--- src/rtl/i2c_sensor_seq.sv ---
// Periodic I2C sensor sequencer: writes a measurement command, waits for the
// conversion, reads the result and publishes it, retrying NACKed phases.
module i2c_sensor_seq #(
    parameter logic [6:0]  SLAVE_ADDR    = 7'h44,
    parameter logic [15:0] MEAS_CMD      = 16'h2C06,
    parameter logic [2:0]  RD_BYTES      = 3'd2,
    parameter logic [15:0] CONV_CYCLES   = 16'd6000,
    parameter logic [23:0] PERIOD_CYCLES = 24'd5000000,
    parameter logic [1:0]  MAX_RETRY     = 2'd2
) (
    input  logic        clk,
    input  logic        rst,
    input  logic        enable,
    input  logic        i2c_ready,
    input  logic        i2c_done,
    input  logic        i2c_nack,
    input  logic [15:0] i2c_rdata,
    output logic        i2c_start,
    output logic [6:0]  slave_addr,
    output logic        cmd_byte,
    output logic [15:0] i2c_cmd,
    output logic [2:0]  data_byte,
    output logic [15:0] bin,
    output logic        bin_valid,
    output logic        busy,
    output logic [1:0]  flag
);

    typedef enum logic [2:0] {
        IDLE, WR_REQ, WR_WAIT, CONV, RD_REQ, RD_WAIT, UPDATE, PERIOD
    } state_t;

    // A zero delay is treated as a single cycle so both waits always end.
    localparam logic [23:0] CONV_LOAD   = (CONV_CYCLES == 16'd0) ? 24'd1 : {8'd0, CONV_CYCLES};
    localparam logic [23:0] PERIOD_LOAD = (PERIOD_CYCLES == 24'd0) ? 24'd1 : PERIOD_CYCLES;

    state_t      state, next_state;
    logic [23:0] dly_cnt;
    logic [1:0]  retry_cnt;
    logic [15:0] rdata_p0;
    logic        xfer_ok, retry_inc, final_nack;

    function automatic logic [1:0] sat_inc2(input logic [1:0] v);
        return (v == 2'b11) ? v : v + 2'b01;
    endfunction

    function automatic logic [23:0] sat_dec24(input logic [23:0] v);
        return (v == 24'd0) ? v : v - 24'd1;
    endfunction

    always_ff @(posedge clk) begin
        if (!rst) state <= IDLE;
        else      state <= next_state;
    end

    // Only the WAIT states ignore enable, so an in-flight transaction always completes.
    always_comb begin
        next_state = state;
        case (state)
            IDLE:    if (enable) next_state = WR_REQ;
            WR_REQ:  if (!enable) next_state = IDLE;
                     else if (i2c_ready) next_state = WR_WAIT;
            WR_WAIT: if (i2c_done) begin
                         if (!i2c_nack) next_state = CONV;
                         else if (retry_cnt < MAX_RETRY) next_state = WR_REQ;
                         else next_state = PERIOD;
                     end
            CONV:    if (!enable) next_state = IDLE;
                     else if (dly_cnt <= 24'd1) next_state = RD_REQ;
            RD_REQ:  if (!enable) next_state = IDLE;
                     else if (i2c_ready) next_state = RD_WAIT;
            RD_WAIT: if (i2c_done) begin
                         if (!i2c_nack) next_state = UPDATE;
                         else if (retry_cnt < MAX_RETRY) next_state = RD_REQ;
                         else next_state = PERIOD;
                     end
            UPDATE:  next_state = enable ? PERIOD : IDLE;
            PERIOD:  if (!enable) next_state = IDLE;
                     else if (dly_cnt <= 24'd1) next_state = WR_REQ;
            default: next_state = IDLE;
        endcase
    end

    always_comb begin
        i2c_start  = 1'b0;
        busy       = (state != IDLE);
        xfer_ok    = 1'b0;
        retry_inc  = 1'b0;
        final_nack = 1'b0;
        case (state)
            WR_REQ:  i2c_start = (next_state == WR_WAIT);
            RD_REQ:  i2c_start = (next_state == RD_WAIT);
            WR_WAIT, RD_WAIT: begin
                if (i2c_done) begin
                    if (!i2c_nack)                  xfer_ok    = 1'b1;
                    else if (retry_cnt < MAX_RETRY) retry_inc  = 1'b1;
                    else                            final_nack = 1'b1;
                end
            end
            default: ;
        endcase
    end

    // Read-data capture at the good read completion
    always_ff @(posedge clk) begin
        if (state == RD_WAIT && xfer_ok) rdata_p0 <= i2c_rdata;
    end

    // Control, counters and transaction fields; fields load on entry to a REQ
    // state so they are already stable in the cycle i2c_start fires.
    always_ff @(posedge clk) begin
        if (!rst) begin
            retry_cnt  <= 2'b00;
            dly_cnt    <= 24'd0;
            flag       <= 2'b00;
            bin        <= 16'h0000;
            bin_valid  <= 1'b0;
            cmd_byte   <= 1'b0;
            i2c_cmd    <= 16'h0000;
            data_byte  <= 3'd0;
            slave_addr <= SLAVE_ADDR;
        end else begin
            bin_valid <= 1'b0;

            if (retry_inc) begin
                retry_cnt <= sat_inc2(retry_cnt);
                flag      <= 2'b01;
            end else if (state == IDLE || state == CONV || state == PERIOD) begin
                retry_cnt <= 2'b00;
            end
            if (final_nack) flag <= 2'b10;

            if (next_state == CONV && state != CONV)          dly_cnt <= CONV_LOAD;
            else if (next_state == PERIOD && state != PERIOD) dly_cnt <= PERIOD_LOAD;
            else                                              dly_cnt <= sat_dec24(dly_cnt);

            if (next_state == WR_REQ) begin
                slave_addr <= SLAVE_ADDR;
                cmd_byte   <= 1'b1;
                i2c_cmd    <= MEAS_CMD;
                data_byte  <= 3'd0;
            end else if (next_state == RD_REQ) begin
                slave_addr <= SLAVE_ADDR;
                cmd_byte   <= 1'b0;
                data_byte  <= RD_BYTES;
            end

            if (state == UPDATE) begin
                bin       <= (RD_BYTES == 3'd1) ? {8'h00, rdata_p0[15:8]} : rdata_p0;
                bin_valid <= 1'b1;
                flag      <= 2'b00;
            end
        end
    end

endmodule

--- config.mk ---
export PLATFORM = sky130hd
export DESIGN_NAME = i2c_sensor_seq
export DESIGN_NICKNAME = d
export VERILOG_FILES = /design/src/rtl/i2c_sensor_seq.sv
export SDC_FILE = /design/constraint.sdc
export NUM_CORES = 1
export LEC_CHECK = 0
export ABC_AREA = 1
export ABC_CLOCK_PERIOD_IN_PS = 5200
export BUFFER_PORTS_ARGS = -buffer_cell sky130_fd_sc_hd__buf_2
export CAP_MARGIN = 20
export CORE_ASPECT_RATIO = 1.5
export CORE_UTILIZATION = 50
export CTS_CLUSTER_SIZE = 12
export DETAILED_ROUTE_END_ITERATION = 8
export PLACE_DENSITY_LB_ADDON = 0.3
export SLEW_MARGIN = 0
export SYNTH_ARGS = -nofsm -noshare
export SYNTH_HDL_FRONTEND = slang
export SYNTH_SLANG_ARGS = --single-unit
export TNS_END_PERCENT = 100
--- constraint.sdc ---
create_clock -name clk -period 5.2 [get_ports clk]
set_input_delay 0.52 -clock clk [delete_from_list [all_inputs] [get_ports clk]]
set_output_delay 0.52 -clock clk [all_outputs]
set_load 0.005 [all_outputs]
==> summary.md <==
| Metric | Value |
|---|---|
| Crit path max fanout | 18 |
| Final Max Slew Viols | 0 |
| Synthesis-stage register bit count | between 60 and 70 |
| Yosys top cell area share | 0.295 |
| FMAX | between 0.4 and 0.5 GHz |
| Final nets | ~510 |
| FF-to-FF setup slack | just under 3000 ps |
| Layout cells sized above 1 | 0.228 |
| Post-CTS Resized | 0 |
| Yosys cell types | 32 |
| Final HPWL from detailed placement | between 5000 and 6000 µm |
| Pre-antenna DRT Iters | 4 |
| Core area | ~6600 µm² |
| Cts bufs inserted | 9 |
| WHS Endpoint | rdata_p0[12]$_DFFE_PP_ |
| Port-buffer cells | between 40 and 50 |
| Hold Path Class | input pin to flop |
| TritonCTS clock tree | yes |
| Total track usage | 0.193 |
| Worst setup margin | between 2000 and 3000 ps |
| Max cap viols | 0 |
| CTS H-tree depth | 3 |
| Chip Width | about 70 µm |
| Diodes inserted | 0 |
| Placer Congestion | ~0.94 |
| Reg-to-reg critical path endpoint | bin[11]$_SDFFE_PN0P_ |
| CTS Hold Bufs | 0 |
| R2r startpoint | state[1]$_SDFF_PN0_ |
| Remaining DRCs | 0 |
| Top_reg_cell synth | dfxtp_1 |
| Slew @ Worst Pin | 995 ps |
| Post-synth top area cell | dfxtp_1 |
| DRT iter0 DRCs | about 130 |
| Most frequent cells after synthesis | nand2_1, nor2_1, dfxtp_1 |
| HP Start | i2c_rdata[12] |
| Post-place setup slack | ~2800 ps |
| PD cells | approximately 560 nW/µm² |
| Row count | 36 |
| Worst EP arrival | between 2000 and 3000 ps |
| Clock sinks | 67 |
| Root buf cell | clkbuf_8 |
| Largest net degree at the start of global routing | 25 |
| Vias in the first global route | 2711 |
| Area Overhead vs Synth | 11.3% |
| Clk_lat worst skew | approximately 340 ps |
| Post-Syn Instances | ~440 |
| Setup TNS | 0 ps |
| Hold Fails Final Rpt | 0 |
| RSZ-0062 raised after global routing | no |
| Synth warn | 0 |
| Most frequent cell after synthesis | nand2_1 |
| Worst setup EP type | flop |
| Final setup fails | 0 |
| Placed cells | 546 |
| Die height | 104 µm |
| Final Cycle Share | 0.436 |
| Register-to-Register Path Depth | 6 |
| DRT Wirelength | about 7000 µm |
| Clock Skew | about 7.5 ps |
| Crit Path Class | flop to flop |
| Worst VDD drop | between 0.2 and 0.3 mV |
| Vias/cell | between 4 and 5 |
| Finished Layout Cells | approximately 560 |
| Status | completed |
| Hold Crit Depth | 1 |
| Initial Util | 0.527 |
| Buffer depth of the longest clock path | 2 |
| Seq/Total Area, Yosys | 0.434 |
| Post-synth ARST share | 0 |
| Post-CTS Setup Repair Bufs | 0 |
| Number of synthesized flops with an enable pin | 16 |
| Req. time, crit path | around 5500 ps |
| Critical path launch point type | flop |
| WL/cell | 12.1 µm |
| Clock Pin Slew Worst Setup and Hold Paths | around 80 ps |
| Wire length of the first global-routing pass | 11400 µm |
| Leakage | between 1.5 and 2 nW |
| Initial antenna violation count | 0 |
| DR vias | 2755 |
| Top Ports | 70 |
| Total gr overflow | 0 |
| Max_slew headroom | 0.334 |
| Die Footprint | slightly above 7000 µm² |
| Largest cells by area after synthesis | dfxtp_1, edfxtp_1, nand2_1 |
| Cell Area, Synth | between 3000 and 4000 µm² |
| Avg Synthesized Cell Area | between 7 and 8 µm² |
| Final ANT Viol Nets | 0 |
| Min Tclk post-route | about 2300 ps |
-- registers in the layout, summed over array words and instances, names as in the netlist --
name / cells
dly_cnt: 24
bin: 16
rdata_p0: 16
state: 3
flag: 2
retry_cnt: 2
bin_valid: 1
cmd_byte: 1
data_byte: 1
i2c_cmd: 1
-- cell families (layout without fill, tap and decap cells) --
kind of cell	count (synthesis)	in the layout	synth area share
adder cells (fa/ha/maj)	4	4	0.0145
XOR/XNOR	22	22	0.0556
buffers and inverters	62	96	0.102
flip-flops	67	67	0.434
AND/OR/NAND/NOR	256	256	0.357
AO/OA/AOI/OAI	22	22	0.0358
other	2	20	0.00217
-- final cells by class --
class	instances	area (µm²)
multi-input cells	324	1680
inverters	30	113
fillers	591	2720
clock inverters	7	82.6
flip-flops and latches	67	1500
well taps	76	95.1
clock buffers	9	124
repair buffers	50	256
-- worst max-delay path, stage by stage, from the launching register on --
cell     delay (ps)
dfxtp_1         430
inv_2           110
nor2_4          120
nand2_1         390
nor2_1          910
nand2_1         140
nand2_1         110
-- worst max-delay path by stage --
stage,start,to,slack [ps],depth (start not counted)
6_report,state[1]$_SDFF_PN0_,bin[11]$_SDFFE_PN0P_,2930,6
3_3_place_gp,rst,bin[14]$_SDFFE_PN0P_,2950,5
3_5_place_dp,rst,bin[11]$_SDFFE_PN0P_,2820,5
2_1_floorplan,i2c_done,rdata_p0[0]$_DFFE_PP_,3010,2
5_1_grt,state[1]$_SDFF_PN0_,bin[11]$_SDFFE_PN0P_,2650,6
4_1_cts,state[1]$_SDFF_PN0_,bin[11]$_SDFFE_PN0P_,2880,6
-- report_power, final --
| group | internal (W) | switching [W] | leakage (nW) |
|---|---|---|---|
| clock | 0.000230 | 0.000217 | 0.0988 |
| combinational | 0.000368 | 0.000607 | 1.22 |
| sequential | 0.000619 | 0.000102 | 0.559 |
-- cells in the final DEF, fill, tap and decap left out, types with 2 or more instances in the layout --
master / n
nand2_1: 94
nor2_1: 70
dfxtp_1: 51
buf_2: 49
nand3_1: 33
inv_1: 26
conb_1: 20
xor2_1: 16
edfxtp_1: 16
nor2_4: 14
nor3_1: 12
nor2_2: 12
a21oi_1: 11
clkbuf_8: 9
nand2_2: 6
o21ai_0: 6
xnor2_1: 6
nand4_1: 5
inv_2: 4
nand3_2: 4
ha_1: 4
inv_6: 3
nor4_1: 2
o21ai_1: 2
clkinvlp_4: 2
-- metrics by stage --
| step | utilization | hold slack, ps | cell area (µm²) | power [W] |
|---|---|---|---|---|
| floorplan | - | 412 | 3530 | 0.00153 |
| global placement | 0.553 | 415 | 3640 | 0.00168 |
| detailed placement | 0.553 | 420 | 3640 | 0.00170 |
| CTS | 0.584 | 341 | 3840 | 0.00215 |
| global route | 0.586 | 333 | 3850 | 0.00231 |
| finish | 0.586 | 348 | 3850 | 0.00214 |
-- routing by layer --
layer,global-route usage,vias to the layer above,wire length (µm)
met1,0.199,1237,2770
met4,0.0900,0,161
met3,0.0320,14,227
met5,0,-,0
met2,0.367,70,3660
li1,-,1434,-
No activity file was read; power rests on OpenSTA's default activity.
